$ cat config.mk
export PLATFORM = sky130hd
export DESIGN_NAME = lif_neuron_array
export DESIGN_NICKNAME = d
export VERILOG_FILES = /design/src/rtl/snn_pkg.sv /design/src/rtl/lif_update.sv /design/src/rtl/lif_neuron_array.sv
export SDC_FILE = /design/constraint.sdc
export NUM_CORES = 1
export LEC_CHECK = 0
export BUFFER_PORTS_ARGS = -buffer_cell sky130_fd_sc_hd__clkbuf_2
export CORE_AREA = 2 2 192 194
export DETAILED_ROUTE_END_ITERATION = 8
export DIE_AREA = 0 0 194 196
export GPL_TIMING_DRIVEN = 1
export MAX_ROUTING_LAYER = met4
export PLACE_DENSITY = 0.65
export SLEW_MARGIN = 20
export SYNTH_ARGS = -nofsm -noshare
export SYNTH_HDL_FRONTEND = slang
export SYNTH_SLANG_ARGS = --single-unit
$ cat constraint.sdc
create_clock -name wb_clk_i -period 10.65 [get_ports wb_clk_i]
set_input_delay 0.5325 -clock wb_clk_i [delete_from_list [all_inputs] [get_ports wb_clk_i]]
set_output_delay 0.5325 -clock wb_clk_i [all_outputs]
set_load 0.01 [all_outputs]
$ cat src/rtl/snn_pkg.sv
// Shared definitions for the LIF neuron bank: command opcodes, sweep FSM
// states and sign-magnitude weight field helpers.
package snn_pkg;

  // Command opcodes on in_op; also used as the datapath mode select.
  localparam logic OP_ACCUM = 1'b0;
  localparam logic OP_STEP  = 1'b1;

  typedef enum logic [0:0] {
    ST_IDLE  = 1'b0,
    ST_SWEEP = 1'b1
  } state_e;

  // Sign-magnitude weights: sign in the MSB, magnitude in the bits below it.
  function automatic int sm_sign_pos(input int w);
    return w - 1;
  endfunction

  function automatic int sm_mag_w(input int w);
    return w - 1;
  endfunction

endpackage

$ cat src/rtl/lif_update.sv
// Combinational single-neuron datapath shared by weight accumulation and
// the timestep sweep (decay, threshold, fire, refractory handling).
module lif_update
  import snn_pkg::*;
#(
  parameter int WIDTH    = 8,
  parameter int REFRAC_W = 4
) (
  input  logic [WIDTH-1:0]    vmem_i,
  input  logic [REFRAC_W-1:0] refrac_i,
  input  logic [WIDTH-1:0]    weight_i,
  input  logic                mode_i,
  input  logic [WIDTH-1:0]    beta_i,
  input  logic [WIDTH-1:0]    v_th_i,
  input  logic [REFRAC_W-1:0] refrac_len_i,
  output logic [WIDTH-1:0]    vmem_o,
  output logic [REFRAC_W-1:0] refrac_o,
  output logic                spike_o
);

  localparam int SIGN  = sm_sign_pos(WIDTH);
  localparam int MAG_W = sm_mag_w(WIDTH);

  function automatic logic [WIDTH-1:0] sat_add(input logic [WIDTH-1:0] a,
                                               input logic [MAG_W-1:0] m);
    logic [WIDTH:0] s;
    s = {1'b0, a} + {2'b00, m};
    return s[WIDTH] ? {WIDTH{1'b1}} : s[WIDTH-1:0];
  endfunction

  function automatic logic [WIDTH-1:0] floor_sub(input logic [WIDTH-1:0] a,
                                                 input logic [MAG_W-1:0] m);
    logic [WIDTH:0] d;
    d = {1'b0, a} - {2'b00, m};
    return d[WIDTH] ? {WIDTH{1'b0}} : d[WIDTH-1:0];
  endfunction

  logic [WIDTH-1:0] decayed;

  // Keep only the integer part of vmem * beta/2^WIDTH from the full product.
  assign decayed = WIDTH'(({{WIDTH{1'b0}}, vmem_i} * {{WIDTH{1'b0}}, beta_i}) >> WIDTH);

  // Select the next neuron state for either accumulation or timestep update.
  always_comb begin
    vmem_o   = vmem_i;
    refrac_o = refrac_i;
    spike_o  = 1'b0;
    if (mode_i == OP_ACCUM) begin
      // A refractory neuron ignores incoming weight.
      if (refrac_i == '0) begin
        vmem_o = weight_i[SIGN] ? floor_sub(vmem_i, weight_i[MAG_W-1:0])
                                : sat_add(vmem_i, weight_i[MAG_W-1:0]);
      end
    end else begin
      if (refrac_i != '0) begin
        refrac_o = refrac_i - 1'b1;
        vmem_o   = '0;
      end else if (decayed > v_th_i) begin
        spike_o  = 1'b1;
        vmem_o   = '0;
        refrac_o = refrac_len_i;
      end else begin
        vmem_o = decayed;
      end
    end
  end

endmodule

$ cat src/rtl/lif_neuron_array.sv
// Time-multiplexed bank of leaky integrate-and-fire neurons. ACCUM commands
// add one weight per cycle; a STEP command sweeps every neuron once and
// streams spiking indices out through a one-entry valid/ready register.
module lif_neuron_array
  import snn_pkg::*;
#(
  parameter int WIDTH       = 8,
  parameter int NUM_NEURONS = 16,
  parameter int IDX_W       = $clog2(NUM_NEURONS),
  parameter int REFRAC_W    = 4
) (
  input  logic                wb_clk_i,
  input  logic                wb_rst_i,
  input  logic                in_valid,
  output logic                in_ready,
  input  logic                in_op,
  input  logic [IDX_W-1:0]    in_idx,
  input  logic [WIDTH-1:0]    in_weight,
  input  logic [WIDTH-1:0]    beta,
  input  logic [WIDTH-1:0]    v_th,
  input  logic [REFRAC_W-1:0] refrac_len,
  output logic                spike_valid,
  input  logic                spike_ready,
  output logic [IDX_W-1:0]    spike_idx,
  output logic                step_done,
  output logic                busy,
  input  logic [IDX_W-1:0]    dbg_idx,
  output logic [WIDTH-1:0]    dbg_vmem
);

  state_e              state_q, state_d;
  logic [IDX_W-1:0]    ptr_q, ptr_d;
  logic                spk_vld_q, spk_vld_d;
  logic [IDX_W-1:0]    spk_idx_q, spk_idx_d;
  logic                done_q, done_d;
  logic [WIDTH-1:0]    beta_q, vth_q;
  logic [REFRAC_W-1:0] rlen_q;
  logic [WIDTH-1:0]    vmem_q   [NUM_NEURONS];
  logic [REFRAC_W-1:0] refrac_q [NUM_NEURONS];

  logic                sweeping, accept, acc_wr, step_go, adv, last, wr, idx_ok, mode;
  logic [IDX_W-1:0]    cur_idx;
  logic [WIDTH-1:0]    upd_vmem;
  logic [REFRAC_W-1:0] upd_refrac;
  logic                upd_spike;

  // Out-of-range ACCUM targets only exist when the bank is not a power of two.
  if ((2 ** IDX_W) == NUM_NEURONS) begin : g_idx_full
    assign idx_ok = 1'b1;
  end else begin : g_idx_part
    assign idx_ok = (32'(in_idx) < NUM_NEURONS);
  end

  assign sweeping = (state_q == ST_SWEEP);
  assign cur_idx  = sweeping ? ptr_q : in_idx;
  assign mode     = sweeping ? OP_STEP : OP_ACCUM;

  lif_update #(
    .WIDTH    (WIDTH),
    .REFRAC_W (REFRAC_W)
  ) u_update (
    .vmem_i       (vmem_q[cur_idx]),
    .refrac_i     (refrac_q[cur_idx]),
    .weight_i     (in_weight),
    .mode_i       (mode),
    .beta_i       (beta_q),
    .v_th_i       (vth_q),
    .refrac_len_i (rlen_q),
    .vmem_o       (upd_vmem),
    .refrac_o     (upd_refrac),
    .spike_o      (upd_spike)
  );

  // Command acceptance, sweep advance (stalling a spiking neuron while the
  // spike register is full and not draining) and next control state.
  always_comb begin
    accept  = in_valid & ~sweeping;
    acc_wr  = accept & (in_op == OP_ACCUM) & idx_ok;
    step_go = accept & (in_op == OP_STEP);
    adv     = sweeping & (~upd_spike | ~spk_vld_q | spike_ready);
    last    = (ptr_q == IDX_W'(NUM_NEURONS - 1));
    wr      = acc_wr | adv;

    state_d   = state_q;
    ptr_d     = ptr_q;
    spk_vld_d = spk_vld_q & ~spike_ready;
    spk_idx_d = spk_idx_q;
    done_d    = adv & last;

    if (step_go) begin
      state_d = ST_SWEEP;
      ptr_d   = '0;
    end else if (adv) begin
      if (last) state_d = ST_IDLE;
      else      ptr_d   = ptr_q + 1'b1;
    end

    if (adv & upd_spike) begin
      spk_vld_d = 1'b1;
      spk_idx_d = ptr_q;
    end
  end

  // Control registers.
  always_ff @(posedge wb_clk_i) begin
    if (wb_rst_i) begin
      state_q   <= ST_IDLE;
      ptr_q     <= '0;
      spk_vld_q <= 1'b0;
      spk_idx_q <= '0;
      done_q    <= 1'b0;
    end else begin
      state_q   <= state_d;
      ptr_q     <= ptr_d;
      spk_vld_q <= spk_vld_d;
      spk_idx_q <= spk_idx_d;
      done_q    <= done_d;
    end
  end

  // Sweep parameters are captured once per STEP so mid-sweep changes are ignored.
  always_ff @(posedge wb_clk_i) begin
    if (step_go) begin
      beta_q <= beta;
      vth_q  <= v_th;
      rlen_q <= refrac_len;
    end
  end

  // Neuron state arrays: cleared on reset, written by ACCUM or sweep advance.
  always_ff @(posedge wb_clk_i) begin
    if (wb_rst_i) begin
      for (int n = 0; n < NUM_NEURONS; n++) begin
        vmem_q[n]   <= '0;
        refrac_q[n] <= '0;
      end
    end else if (wr) begin
      vmem_q[cur_idx]   <= upd_vmem;
      refrac_q[cur_idx] <= upd_refrac;
    end
  end

  assign in_ready    = ~sweeping;
  assign busy        = sweeping;
  assign spike_valid = spk_vld_q;
  assign spike_idx   = spk_idx_q;
  assign step_done   = done_q;
  assign dbg_vmem    = vmem_q[dbg_idx];

endmodule

==> metrics.cfg <==
[place]
dp_hpwl_um=29700
place.gp.congestion=0.994
port_buffers=56
dp.cells=1679

[sta]
finalSetupViolCount=0
fin_crit_sh=0.938
hold_viol=0
finalCriticalPeriod_ps=9990
tightestPinTransition_ps=1070
drv_slew=0
fin_setup_tns_ps=0
fmax_ghz=0.100
clock_skew_ps=37.4
relSlewSlack=0.282
rsz0062_at_grt=false

[clocking]
postCtsResizedCells=0
cts_hold_buf=0
cts_setup_buffers=0
insertion_delay_ps=580
cts_htree_levels=1
cts_buffer_depth=3
cts_buffers=26
path_clk_slew_ps=60
cts_root_buf=clkbuf_16
cts.sink_count=223
cts_tree=yes

[routing]
vias=10400
routed_wl_um=42100
drtIter0Drc=1481
drc=5
wl_per_cell_um=24.4
viasPerCell=6.01
drt_pass1_iterations=9
antenna_left=0

[yosys]
netlist_instances=1198
syn_area_sq_mm=0.0142
syn_nets=1333
yosysWarnings=0
synth_area_per_cell_sq_um=11.9
synth_flop_cell=edfxtp_1
ys_types=82
synthArstFlopShare=0
synth_edf_count=212
seq_area_frac_synth=0.463
ys_ff_latch=223

[finish]
seq_area_sq_mm=0.00659
nFillCells=3308
synthToLayoutAreaGrowth_pct=11.5
drive_above_1_share=0.201
multi_input_area_sq_mm=0.00697
final_util=0.440
fin_cells=1726
nNetsFinal=1374

[worst_setup_path]
reg2reg_from=busy
crit_arrival_ps=10200
worstSetupEndpointType=register
crit_slowest_cell=nor2_1
ff2ff_setup_slack_ps=660
crit_start=busy
crit_path_start_kind=register
cp_common_cell=fa_1
required_ps=10860
endpoint=vmem_q[8][5]
slowest_delay_ps=870
r2r_cells=30
reg2reg_to=vmem_q[8][5]
crit_type=reg2reg
worstPathMaxFanout=41

[die]
rows=70
ioPinCount=57
die_height_um=196
die_area_sq_mm=0.0380
fp.coreArea_sq_mm=0.0361
initial_core_util=0.394
die_x_um=194

[global_route]
antenna_found_initial=1
grt_pass1_wl_um=63600
gr-total-overflow=0
grt_pass1_vias=10100
grt_max_degree=42
track_usage=0.227

[power]
ir_drop_mv=0.175
p_per_area_mw_per_mm2=210
p_leak_nw=6.05

[run]
drv_cap=0

[status]
violations=DRC
outcome=finished with violations

[worst_hold_path]
hold_path.class=in2reg

-- routing by layer --
metal | track usage | up-vias | part of all wire | wire (um)
met5 | - | - | 0 | 0
met4 | 0.0918 | 0 | 0.051 | 2170
met3 | 0.0497 | 137 | 0.12 | 4860
met2 | 0.336 | 700 | 0.44 | 18600
met1 | 0.304 | 5052 | 0.39 | 16500
li1 | - | 4488 | - | -
-- cells by family after synthesis --
logic type | Yosys count | share of synthesized area
and+or+nand+nor | 438 | 0.152
DFF | 223 | 0.463
AOI/OAI and AO/OA | 197 | 0.104
buffers and inverters | 154 | 0.0481
adders and majority gates | 94 | 0.102
muxes | 82 | 0.125
xor gates and xnor gates | 10 | 0.00615
-- final cells by class --
class                      count  area share
inverter                      73      0.0173
timing repair buffer          94      0.0364
clock inverter                15      0.0128
multi-input combinational    821       0.439
clock buffer                  31      0.0422
sequential                   223       0.415
tap                          468      0.0369
antenna                        1    0.000158
-- state kept, by name, summed over array words and instances, names as in the netlist --
signal	flops
beta_q	8
busy	1
ptr_q	4
refrac_q	64
rlen_q	4
spike_idx	4
spike_valid	1
step_done	1
vmem_q	128
vth_q	8
-- worst max-delay path: cells and delay by family (launching register included) --
family,cells,cell delay [ps]
buffers and inverters,3,500
muxes,2,900
adders and majority gates,6,2480
AOI/OAI and AO/OA,9,1870
and+or+nand+nor,9,3280
DFF,1,390
xor gates and xnor gates,1,160
-- layout by cell type (no fill, tap or decap), drive strengths merged, types with 36 or more instances in the layout --
| cell | synthesis | layout |
|---|---|---|
| buf | 50 | 38 |
| ha | 57 | 57 |
| inv | 73 | 73 |
| a21oi | 36 | 36 |
| nor2 | 233 | 233 |
| and2 | 56 | 56 |
| fa | 37 | 37 |
| edfxtp | 212 | 212 |
| clkbuf | 31 | 87 |
| mux4 | 75 | 75 |
| nand2 | 41 | 41 |
-- how the worst min path moves through the flow --
stage / startpoint / end / slack (ps) / depth (start not counted)
detailed placement: spike_idx[1] / spike_idx[1] / 490 / 2
global placement: spike_idx[0] / spike_idx[0] / 480 / 2
floorplan: spike_idx[0] / spike_idx[0] / 530 / 2
global route: beta[6] / beta_q[6] / 140 / 1
finish: beta[6] / beta_q[6] / 150 / 1
CTS: beta[6] / beta_q[6] / 130 / 1
-- report_power, final --
| part | internal (mW) | switching, mW | total, mW | leakage, nW |
|---|---|---|---|---|
| combinational | 0.518 | 0.867 | 1.38 | 3.36 |
| clock | 0.547 | 0.377 | 0.924 | 0.427 |
| sequential | 0.996 | 0.0239 | 1.02 | 2.26 |
| total | 2.06 | 1.27 | 3.33 | 6.05 |
-- metrics by stage --
stage / hold WS (ps) / instance area, sq um / power, mW / setup slack [ps]
floorplan: 531 / 14200 / 2.00 / 2050
global route: 141 / 15900 / 3.52 / 167
global placement: 482 / 15000 / 2.39 / 991
detailed placement: 490 / 15000 / 2.39 / 822
finish: 151 / 15900 / 3.33 / 660
CTS: 132 / 15900 / 3.32 / 785
-- cell usage after synthesis (12+ instances only) --
| cell type | count | area (sq um) |
|---|---|---|
| clkbuf_1 | 31 | 116 |
| buf_2 | 28 | 140 |
| nand3_1 | 12 | 60.1 |
| a21bo_2 | 15 | 150 |
| fa_1 | 37 | 741 |
| and2_1 | 55 | 344 |
| o21ai_0 | 22 | 110 |
| a21o_1 | 32 | 240 |
| edfxtp_1 | 212 | 6370 |
| inv_1 | 73 | 274 |
| nand2b_1 | 26 | 163 |
| a21oi_1 | 36 | 180 |
| a41oi_1 | 13 | 114 |
| buf_4 | 15 | 113 |
| nand2_1 | 41 | 154 |
| mux4_2 | 75 | 1690 |
| nor2_1 | 232 | 871 |
| ha_1 | 57 | 713 |
Power figures use the tool's default switching activity.
